<file path="config.mk">
export PLATFORM = sky130hd
export DESIGN_NAME = enc_param_ctrl
export DESIGN_NICKNAME = d
export VERILOG_FILES = /design/src/rtl/enc_pkg.sv /design/src/rtl/btn_debounce.sv /design/src/rtl/enc_param_ctrl.sv
export SDC_FILE = /design/constraint.sdc
export NUM_CORES = 1
export LEC_CHECK = 0
export ABC_AREA = 1
export CAP_MARGIN = 20
export CELL_PAD_IN_SITES_DETAIL_PLACEMENT = 2
export CELL_PAD_IN_SITES_GLOBAL_PLACEMENT = 2
export CORE_AREA = 2 2 84 86
export CTS_CLUSTER_SIZE = 16
export DETAILED_ROUTE_END_ITERATION = 7
export DIE_AREA = 0 0 86 88
export PLACE_DENSITY_LB_ADDON = 0.1
export SLEW_MARGIN = 10
export SYNTH_ARGS = -nofsm -noshare
export SYNTH_HDL_FRONTEND = slang
export SYNTH_SLANG_ARGS = --single-unit
</file>
<file path="constraint.sdc">
create_clock -name clk -period 4 [get_ports clk]
set_input_delay 0.8 -clock clk [delete_from_list [all_inputs] [get_ports clk]]
set_output_delay 0.8 -clock clk [all_outputs]
set_load 0.05 [all_outputs]
</file>
<file path="src/rtl/enc_pkg.sv">
// Shared types and sizing for the encoder-driven parameter editor.
package enc_pkg;
  localparam int unsigned NUM_PARAMS = 4;
  localparam int unsigned PARAM_W    = 5;
  localparam int unsigned IDX_W      = 2;

  typedef enum logic {
    MODE_BROWSE = 1'b0,
    MODE_EDIT   = 1'b1
  } mode_e;

  typedef enum logic {
    HS_IDLE = 1'b0,
    HS_REQ  = 1'b1
  } hs_e;
endpackage

</file>
<file path="src/rtl/btn_debounce.sv">
// Two-flop synchronizer, stable-sample debouncer and rising-edge press pulse.
module btn_debounce #(
  parameter int unsigned DEBOUNCE_CYCLES = 16
) (
  input  logic clk,
  input  logic rst,
  input  logic btn_raw,
  output logic press
);
  localparam int unsigned CNT_W = $clog2(DEBOUNCE_CYCLES + 1);

  logic             sync1_q, sync2_q;
  logic             level_q, level_d;
  logic             press_q, press_d;
  logic [CNT_W-1:0] cnt_q, cnt_d;

  // Counter only runs while the synchronized input disagrees with the level.
  always_comb begin
    level_d = level_q;
    cnt_d   = '0;
    if (sync2_q != level_q) begin
      if (cnt_q == CNT_W'(DEBOUNCE_CYCLES - 1)) begin
        level_d = sync2_q;
      end else begin
        cnt_d = cnt_q + 1'b1;
      end
    end
    press_d = level_d & ~level_q;
  end

  always_ff @(posedge clk or posedge rst) begin
    if (rst) begin
      sync1_q <= 1'b0;
      sync2_q <= 1'b0;
      level_q <= 1'b0;
      cnt_q   <= '0;
      press_q <= 1'b0;
    end else begin
      sync1_q <= btn_raw;
      sync2_q <= sync1_q;
      level_q <= level_d;
      cnt_q   <= cnt_d;
      press_q <= press_d;
    end
  end

  assign press = press_q;
endmodule

</file>
<file path="src/rtl/enc_param_ctrl.sv">
// Rotary-encoder parameter editor: browse/edit mode FSM plus display update handshake.
module enc_param_ctrl
  import enc_pkg::*;
#(
  parameter int unsigned DEBOUNCE_CYCLES = 16,
  parameter int unsigned PMAX            = 19
) (
  input  logic                          clk,
  input  logic                          rst,
  input  logic                          step_inc,
  input  logic                          step_dec,
  input  logic                          sel_btn,
  input  logic                          upd_ack,
  output logic                          upd_req,
  output logic [IDX_W-1:0]              upd_idx,
  output logic [PARAM_W-1:0]            upd_val,
  output logic [IDX_W-1:0]              sel_idx,
  output logic                          edit,
  output logic [NUM_PARAMS*PARAM_W-1:0] param_bus
);
  localparam logic [PARAM_W-1:0] PMAX_V = PARAM_W'(PMAX);

  logic [NUM_PARAMS-1:0][PARAM_W-1:0] param_q, param_d;
  logic [IDX_W-1:0]                   sel_idx_q, sel_idx_d;
  logic [IDX_W-1:0]                   upd_idx_q, upd_idx_d;
  logic [PARAM_W-1:0]                 upd_val_q, upd_val_d;
  mode_e                              mode_q, mode_d;
  hs_e                                hs_q, hs_d;
  logic                               dirty_q, dirty_d;
  logic                               started_q;
  logic                               press, do_inc, do_dec, changed;

  btn_debounce #(.DEBOUNCE_CYCLES(DEBOUNCE_CYCLES)) u_btn (
    .clk    (clk),
    .rst    (rst),
    .btn_raw(sel_btn),
    .press  (press)
  );

  always_comb begin
    do_inc    = step_inc & ~step_dec & ~press;
    do_dec    = step_dec & ~step_inc & ~press;
    param_d   = param_q;
    sel_idx_d = sel_idx_q;
    mode_d    = mode_q;
    changed   = 1'b0;

    if (press) begin
      mode_d  = (mode_q == MODE_BROWSE) ? MODE_EDIT : MODE_BROWSE;
      changed = 1'b1;
    end else if (do_inc || do_dec) begin
      changed = 1'b1;
      if (mode_q == MODE_BROWSE) begin
        sel_idx_d = do_inc ? sel_idx_q + 1'b1 : sel_idx_q - 1'b1;
      end else if (do_inc) begin
        param_d[sel_idx_q] = (param_q[sel_idx_q] == PMAX_V) ? '0 : param_q[sel_idx_q] + 1'b1;
      end else begin
        param_d[sel_idx_q] = (param_q[sel_idx_q] == '0) ? PMAX_V : param_q[sel_idx_q] - 1'b1;
      end
    end

    hs_d      = hs_q;
    upd_idx_d = upd_idx_q;
    upd_val_d = upd_val_q;
    dirty_d   = dirty_q | changed;

    // A change landing on the launch edge stays pending for the next request.
    case (hs_q)
      HS_IDLE: begin
        if (started_q && dirty_q) begin
          hs_d      = HS_REQ;
          upd_idx_d = sel_idx_q;
          upd_val_d = param_q[sel_idx_q];
          dirty_d   = changed;
        end
      end
      HS_REQ: begin
        if (upd_ack) hs_d = HS_IDLE;
      end
      default: hs_d = HS_IDLE;
    endcase
  end

  // started_q holds off the post-reset request until the second edge.
  always_ff @(posedge clk or posedge rst) begin
    if (rst) begin
      param_q   <= '0;
      sel_idx_q <= '0;
      upd_idx_q <= '0;
      upd_val_q <= '0;
      mode_q    <= MODE_BROWSE;
      hs_q      <= HS_IDLE;
      dirty_q   <= 1'b1;
      started_q <= 1'b0;
    end else begin
      param_q   <= param_d;
      sel_idx_q <= sel_idx_d;
      upd_idx_q <= upd_idx_d;
      upd_val_q <= upd_val_d;
      mode_q    <= mode_d;
      hs_q      <= hs_d;
      dirty_q   <= dirty_d;
      started_q <= 1'b1;
    end
  end

  assign upd_req   = (hs_q == HS_REQ);
  assign upd_idx   = upd_idx_q;
  assign upd_val   = upd_val_q;
  assign sel_idx   = sel_idx_q;
  assign edit      = (mode_q == MODE_EDIT);
  assign param_bus = param_q;
endmodule

</file>
# == Yosys cells after proc, flatten, opt, wreduce, memory -nomap -nowiden ==
# Index checks and enable logic that the tools add are counted.
# totals
regBits,42
input_bits,6
output_inout_bits,31
elab_cells,67
# classes
addsub,5
order_cmp,2
eq_ne,3
mux,22
bitwise_logic,12
n_reduce_logical,7
# ops
op,count
20-bit bitwise mux,2
5-bit 2-to-1 mux,6
20-bit 2-to-1 mux,1
5-bit by 1-bit adder with 5-bit output (second input constant),2
5-bit binary-select mux with 2-bit select,1
5-bit demux with 2-bit select,1
1-bit 2-to-1 mux,9
1-bit NOT,6
3-bit AND reduction,2
1-bit AND,5
5-bit by 4-bit == test with 1-bit output (second input constant),1
5-bit == test (second input constant),1
5-bit zero test,1
5-bit by 1-bit subtractor with 5-bit output (second input constant),1
2-bit by 3-bit < comparator with 1-bit output (second input constant),1
2-bit by 1-bit adder with 2-bit output (second input constant),1
2-bit by 1-bit >= comparator with 1-bit output (second input constant),1
1-bit logical AND,2
2-bit 2-to-1 mux,1
1-bit one-hot mux with 2 select lines,1
2-bit AND reduction,1
2-bit by 1-bit subtractor with 2-bit output (second input constant),1
1-bit logical OR,1
1-bit inequality test,1
1-bit bitwise OR,1

# == Logic depth before layout (Yosys ltp) ==
# Gate-level depths: netlist of run 1.
# depth
ltp_word,9
ltp_mapped,13
mapped_depth_nobuf,13

# == Cells and area by module ==
# Synthesis of run 1 repeated with hierarchy kept, for this count alone.
# unflattened
hier_cells,291
hier_area_um2,2225.9
# by_module_without_submodules
module,n_inst,cells_per_inst,area_per_inst_um2
enc_param_ctrl,1,252,1866.8
btn_debounce,1,39,359.1

# == Worst setup path after synthesis of run 1 ==
# No wires, ideal clock.
# synth_path
path_type,flip-flop to flip-flop
from,register sel_idx_q[0] (netlist: sel_idx[0])
to,register param_q (netlist bit param_bus[12])
setup_time_ns,0.066
arrival_ns,2.034
required_ns,3.934
path_slack_ns,1.899
path_stages_with_launch,14
synth_period_minus_slack_ns,2.101
cell_sequence,dfrtp_1 -> inv_2 -> nand3_1 -> nand2_1 -> nor2_4 -> inv_1 -> ha_1 -> nand3_1 -> nor2_1 -> nor2_1 -> nand2_1 -> nand2_2 -> nand2_1 -> nand2_1
# synth_between
elab_chain_len,6
word_cells_on_any_way,16
classes_between,add/sub (2); order compare (2); eq/ne (1); mux (9); reduce/logical (2)
# synth_rtl
element,line,text
"start, declared",enc_param_ctrl.sv:24,"logic [IDX_W-1:0] sel_idx_q, sel_idx_d;"
"start signal, assigned",enc_param_ctrl.sv:97,sel_idx_q <= sel_idx_d;
"5-bit binary-select mux with 2-bit select, or another cell as far along","enc_param_ctrl.sv:56, enc_param_ctrl.sv:58",
5-bit 2-to-1 mux (not written as such) or 1-bit logical AND (tied branches),"enc_param_ctrl.sv:56, enc_param_ctrl.sv:58",
"5-bit by 1-bit subtractor with 5-bit output, or another cell as far along",enc_param_ctrl.sv:58,param_d[sel_idx_q] = (param_q[sel_idx_q] == '0) ? PMAX_V : param_q[sel_idx_q] - 1'b1;
"5-bit 2-to-1 mux, or another cell as far along",enc_param_ctrl.sv:58,
"20-bit bitwise mux, on equally long branches","enc_param_ctrl.sv:58, enc_param_ctrl.sv:56",
20-bit 2-to-1 mux *,enc_param_ctrl.sv:55,end else if (do_inc) begin
"end signal, assigned",enc_param_ctrl.sv:96,param_q <= param_d;
"end, declared",enc_param_ctrl.sv:23,"logic [NUM_PARAMS-1:0][PARAM_W-1:0] param_q, param_d;"
# Mark *: on every way between the ends. The rest lies on a longest branch, timed or not. The select of a mux whose other input is x is not followed.
# A chain may end at the register's enable or synchronous reset.

# == Worst setup path in the final report of run 1 ==
# layout_path
from,register sel_idx_q[1] (netlist: sel_idx[1])
to,output port sel_idx[1]
# layout_lines
element,line,text
"end, declared",enc_param_ctrl.sv:17,"output logic [IDX_W-1:0] sel_idx,"
# No word-level cell between the ends.

==> impl_metrics.toml, run 1 <==
[detailed_routing]
detail_route.drc_violations = 0
drtAntennaViolNets = 0
avgViaCountPerCell = 4.83
detailroute.wirelength.met3_um = 127
m1_wl_mm = 3.15
num_vias = 1885
first_pass_iters = 4
detailedRoute.firstIterationViolations = 53
wl_mm = 6.60
route.top_layer_used = "met4"
route.detailed.wl_per_inst_um = 16.9
detailroute.wirelength.met2_mm = 3.27

[critical_path]
path_cells = "clkdlybuf4s50_1"
buf_inv_stages_crit_path = 1
worst-endpoint-required_ns = 3.20
cp_top_family = "buffers and inverters"
timing.critical_path.slowest_stage_cell = "clkdlybuf4s50_1"
max_stage_delay_ns = 0.92
path_class = "flip-flop to output pin"
start_kind = "flip-flop"
endpoint_kind = "output pin"
path_max_fanout = 15
worst-endpoint-arrival_ns = 1.92

[floorplanning]
core_area_sq_mm = 0.00664
die_height_um = 88
area_of_the_die_sq_mm = 0.00757
number_of_rows_created_at_floorplan = 30
io_pins = 37
die_width_um = 86
floorplan.initialDensity_pct = 32.0

[global_route]
remaining_global_route_overflow = 0
first_global_vias = 2097
antenna_found_initial = 0
gr-usage-all-layers_pct = 19.4
grt_first_pass_wirelength_mm = 11.1
grt_start_max_net_pins = 43

[timing]
setup_viol_count_final = 0
final.setup.tns_ns = 0
max_slew_margin_pct = 62.3
timing.clock.skew_ns = 0.00509
least_margin_pin_slew_ns = 0.565
post-route-period-util_pct = 68.1
final_hold_viol_count = 0
fmax_mhz = 367
drv_slew = 0
rsz_0062_raised_after_global_routing = "no"
fin_crit_ns = 2.72

[outcome]
run_status = "completed"

[clock_network]
post_cts_buffers = 0
clock_tree.root_cell = "clkbuf_8"
cts-resized-gates = 0
ctsHtreeMaxLevel = 2
cts_buffer_depth = 2
cts_buf_count = 5
cts_hold_buffers = 0
worst_skew_pair.late_latency_ns = 0.30
clock_sink_count = 42
tritoncts = "yes"
clk_transition_reported_paths_ns = 0.08

[power]
max-vdd-ir-drop_v = 0.000165
p_per_area_mw_per_mm2 = 614
static-leakage-power_uw = 0.00132
power.total_uw = 1640

[min_path]
min-delay-path-class = "flip-flop to flip-flop"

[cells_and_area]
area_delta_synth_final_pct = 25.4
nNetsFinal = 318
count_of_antenna_diodes_in_the_layout = 0
drive_gt1_share_pct = 9.68

[synth]
yosysWarnings = 0
cell_count_after_synthesis = 268
syn-num-nets = 277
total_of_flip_flops_plus_latches_after_synthesis = 42
avgSynthCellArea_sq_um = 7.93
syn_area_sq_mm = 0.00212
ys_types = 25
yosysSeqAreaShare_pct = 49.5

[flow_run]
max-cap-violations = 0

[placed_design]
port_buf_inserts = 36
dpl.hpwl_mm = 5.07
routabilityCongestion = 0.783
-- where the power goes --
| part | switching (uW) | leakage [uW] | internal [uW] |
|---|---|---|---|
| sequential | 78.8 | 0.000538 | 475 |
| combinational | 554 | 0.000739 | 236 |
| clock | 155 | 0.0000472 | 139 |
| total | 787 | 0.00132 | 850 |
-- cell usage after synthesis (all sizes together) --
cell type	instances	area share [%]
or2	1	0.29
o21bai	1	0.35
ha	3	1.8
inv	27	4.8
dfstp	1	1.2
o21ai	17	4.0
buf	2	0.88
xor2	3	1.2
clkbuf	1	0.18
nor3	3	0.71
xnor2	5	2.1
nand3	24	6.1
nand2	110	20
conb	1	0.18
nor2	25	5.9
dfrtp	41	48
nand4	3	1.6
-- registers in the layout, indices dropped and copies added (netlist names) --
register       flops
dirty_q            1
edit               1
param_bus         20
sel_idx            2
started_q          1
u_btn.cnt_q        5
u_btn.level_q      1
u_btn.press        1
u_btn.sync1_q      1
u_btn.sync2_q      1
upd_idx            2
upd_req            1
upd_val            5
-- layer usage --
metal  vias to the layer above  global-route usage, %
met5                         -                      0
met4                         0                   4.76
met3                         5                   3.11
met2                        24                   32.6
met1                       948                   26.2
li1                        908                      -
-- final cells by class --
class | instances | area (sq um)
multi-input cells | 196 | 948
fillers | 789 | 3980
clock inverters | 2 | 12.5
clock buffers | 6 | 82.6
flip-flops and latches | 42 | 1050
inverters | 27 | 101
well taps | 80 | 100
repair buffers | 37 | 368
-- cell usage in the layout, fill, tap and decap left out --
master           synthesis  final
nand2_2                  8      8
conb_1                   1      1
dfrtp_1                 41     41
o21bai_1                 1      1
inv_1                   26     26
o21ai_1                  2      2
buf_4                    1      1
o21ai_0                 15     15
xor2_1                   3      3
nand4_4                  1      1
ha_1                     3      3
nor2_1                  18     18
nor2_2                   4      4
clkinv_2                 0      1
nand3_2                  2      2
xnor2_1                  5      5
nand4_1                  2      2
inv_2                    1      1
clkdlybuf4s50_1          0     36
or2_2                    1      1
dfstp_2                  1      1
clkinvlp_4               0      1
nor2_4                   3      3
nor3_1                   3      3
nand2_1                102    102
clkbuf_8                 0      6
nand3_1                 22     22
-- logic make-up (layout without fill, tap and decap cells) --
family                     count (synthesis)  in the layout  synth area share [%]
buffers and inverters                     30             72                  5.83
AOI/OAI and AO/OA                         18             18                  4.36
adders and majority gates                  3              3                  1.77
and+or+nand+nor                          166            166                  35.0
other                                      1              1                 0.177
xor gates and xnor gates                   8              8                  3.30
DFF                                       42             42                  49.5
-- through the flow --
step	cell area, sq um	utilization (%)	hold slack [ns]	worst slack, ns	instances
after floorplan	2120	-	0.331	1.90	268
after CTS	2670	40.1	0.359	1.24	390
after global placement	2570	38.7	0.336	1.49	382
final	2670	40.1	0.356	1.28	390
after detailed placement	2570	38.7	0.339	1.44	382
after global routing	2670	40.1	0.374	1.14	390
-- final timing paths --
check                                             start                         to  slack (ns)  cells past startpoint
worst max-delay path             sel_idx[1]$_DFFE_PP0P_                 sel_idx[1]        1.28                      1
max in group asynchronous                           rst  param_bus[15]$_DFFE_PP0P_        2.67                      3
min in group asynchronous                           rst     upd_val[2]$_DFFE_PP0P_        0.94                      3
worst min register to register  u_btn.sync1_q$_DFF_PP0_    u_btn.sync2_q$_DFF_PP0_        0.36                      0
worst max register to register   sel_idx[1]$_DFFE_PP0P_  param_bus[18]$_DFFE_PP0P_        1.44                     13
worst min-delay path            u_btn.sync1_q$_DFF_PP0_    u_btn.sync2_q$_DFF_PP0_        0.36                      0
Power figures use the tool's default switching activity.
==> run 2, diff against run 1 <==
--- a/config.mk
+++ b/config.mk
@@ -9,10 +9,10 @@
 export CAP_MARGIN = 20
 export CELL_PAD_IN_SITES_DETAIL_PLACEMENT = 2
 export CELL_PAD_IN_SITES_GLOBAL_PLACEMENT = 2
-export CORE_AREA = 2 2 84 86
+export CORE_AREA = 2 2 92 94
 export CTS_CLUSTER_SIZE = 16
 export DETAILED_ROUTE_END_ITERATION = 7
-export DIE_AREA = 0 0 86 88
+export DIE_AREA = 0 0 94 96
 export PLACE_DENSITY_LB_ADDON = 0.1
 export SLEW_MARGIN = 10
 export SYNTH_ARGS = -nofsm -noshare
==> constraint.sdc (replaced) <==
create_clock -name clk -period 2.5 [get_ports clk]
set_input_delay 0.5 -clock clk [delete_from_list [all_inputs] [get_ports clk]]
set_output_delay 0.5 -clock clk [all_outputs]
set_load 0.05 [all_outputs]
==> run 2 against run 1 <==
Routed wire length up 0.11%. Flip-flop and latch count is the same. First-iteration DRC count is 38% lower. Design area up 4.6%. Global-route usage fell by 3.2 points. Largest cell class unchanged. Sequential power rose by 54%. Via count up 3.3%. Register-to-register slack worse by 1.2 ns. Die area rose by 19%.
==> impl_metrics.toml, run 2 (synthesis gave the netlist of run 1 again) <==
[critical_path]
cp_top_family = "buffers and inverters"
r2r_start = "sel_idx[0]$_DFFE_PP0P_"
buf_inv_stages_crit_path = 2
regToRegSetupSlack_ns = 0.24
worst-endpoint-required_ns = 2.00
r2r-end = "param_bus[19]$_DFFE_PP0P_"
timing.critical_path.slowest_stage_cell = "clkdlybuf4s50_1"
worst-endpoint-arrival_ns = 1.84
worstSetupStartpoint = "sel_idx[1]$_DFFE_PP0P_"
path_max_fanout = 8
max_stage_delay_ns = 0.82
r2r_cells = 13
path_depth = 2
path_cells = "buf_4, clkdlybuf4s50_1"
crit_end = "sel_idx[1]"
path_class = "flip-flop to output pin"
endpoint_kind = "output pin"
start_kind = "flip-flop"

[clock_network]
cts-resized-gates = 0
cts_buf_count = 5
post_cts_buffers = 0
cts_hold_buffers = 0
clk_transition_reported_paths_ns = 0.09
worst_skew_pair.late_latency_ns = 0.30
clock_sink_count = 42
cts_buffer_depth = 2
clock_tree.root_cell = "clkbuf_8"
tritoncts = "yes"
ctsHtreeMaxLevel = 2

[global_route]
antenna_found_initial = 0
remaining_global_route_overflow = 0
first_global_vias = 2065
grt_first_pass_wirelength_mm = 10.9
grt_start_max_net_pins = 20
gr-usage-all-layers_pct = 16.2

[power]
p_per_area_mw_per_mm2 = 1000
max-vdd-ir-drop_v = 0.000225
static-leakage-power_uw = 0.00138
power.total_uw = 2800

[detailed_routing]
num_vias = 1947
detailedRoute.firstIterationViolations = 33
drtAntennaViolNets = 0
avgViaCountPerCell = 4.58
route.detailed.wl_per_inst_um = 15.6
wl_mm = 6.61
detail_route.drc_violations = 0
first_pass_iters = 4

[cells_and_area]
layout.cells.most_common = "nand2_1"
largest_reg_flops = 20
drive_gt1_share_pct = 12.5
final_core_util_pct = 34.6
nNetsFinal = 328
most-common-layout-cells = "102 x nand2_1, 41 x dfrtp_1, 36 x clkdlybuf4s50_1, 25 x inv_1, 22 x nand3_1"
area_delta_synth_final_pct = 31.3
postLayoutCellArea_sq_mm = 0.00279
count_of_antenna_diodes_in_the_layout = 0

[timing]
fin_crit_ns = 2.34
final.setup.tns_ns = 0
timing.clock.skew_ns = 0.00560
postLayoutSetupSlackWorst_ns = 0.165
least_margin_pin_slew_ns = 0.505
max_slew_margin_pct = 66.2
rsz_0062_raised_after_global_routing = "no"
post-route-period-util_pct = 93.4
final_hold_viol_count = 0
setup_viol_count_final = 0
drv_slew = 0
fmax_mhz = 428

[floorplanning]
area_of_the_die_sq_mm = 0.00902
die_width_um = 94
die_height_um = 96
number_of_rows_created_at_floorplan = 33
floorplan.initialDensity_pct = 26.4
io_pins = 37
core_area_sq_mm = 0.00805

[placed_design]
placed_cell_area_sq_mm = 0.00268
dpl.hpwl_mm = 5.24
pre_cts_slack_ns = 0.221
port_buf_inserts = 36
routabilityCongestion = 0.771

[flow_run]
max-cap-violations = 0

[min_path]
min-delay-path-class = "flip-flop to flip-flop"

[outcome]
run_status = "completed"
-- run 2: cell types whose count changed in the layout (fill, tap and decap cells not counted) --
| cell | delta |
|---|---|
| inv_6 | +1 |
| clkbuf_8 | -1 |
| buf_4 | +10 |
| clkinvlp_4 | -1 |
| clkinv_1 | +1 |
| inv_1 | -1 |
| bufinv_16 | +1 |
-- run 2: cell type report --
cell class / instances / area, sq um
Clock buffer: 5 / 68.8
Clock inverter: 3 / 43.8
Fill cell: 939 / 5260
Inverter: 27 / 101
Multi-Input combinational cell: 196 / 948
Sequential cell: 42 / 1050
Tap cell: 105 / 131
Timing Repair Buffer: 47 / 443
-- run 2: worst min-delay path by stage --
stage	startpoint	end	slack, ns	depth (start not counted)
after floorplan	u_btn.sync1_q$_DFF_PP0_	u_btn.sync2_q$_DFF_PP0_	0.33	0
after global placement	u_btn.sync1_q$_DFF_PP0_	u_btn.sync2_q$_DFF_PP0_	0.33	0
after detailed placement	u_btn.sync1_q$_DFF_PP0_	u_btn.sync2_q$_DFF_PP0_	0.34	0
after CTS	u_btn.sync1_q$_DFF_PP0_	u_btn.sync2_q$_DFF_PP0_	0.36	0
after global routing	u_btn.sync1_q$_DFF_PP0_	u_btn.sync2_q$_DFF_PP0_	0.39	0
final	u_btn.sync1_q$_DFF_PP0_	u_btn.sync2_q$_DFF_PP0_	0.36	0
-- run 2: power by group --
part	switching [uW]	internal, uW
Sequential	93.3	760
Combinational	930	465
Clock	254	300
-- run 2: routing by layer --
metal	up-vias	part of all wire [%]	GRT usage, %
met3	7	1.9	2.98
met4	0	1.2	4.35
met1	986	48	21.7
li1	933	-	-
met2	21	49	26.8
met5	-	0	0
-- run 2: metrics by stage --
step | hold slack [ns] | instances
3_3_place_gp | 0.334 | 417
4_1_cts | 0.359 | 425
3_5_place_dp | 0.337 | 417
6_report | 0.359 | 425
5_1_grt | 0.392 | 425
2_1_floorplan | 0.331 | 268
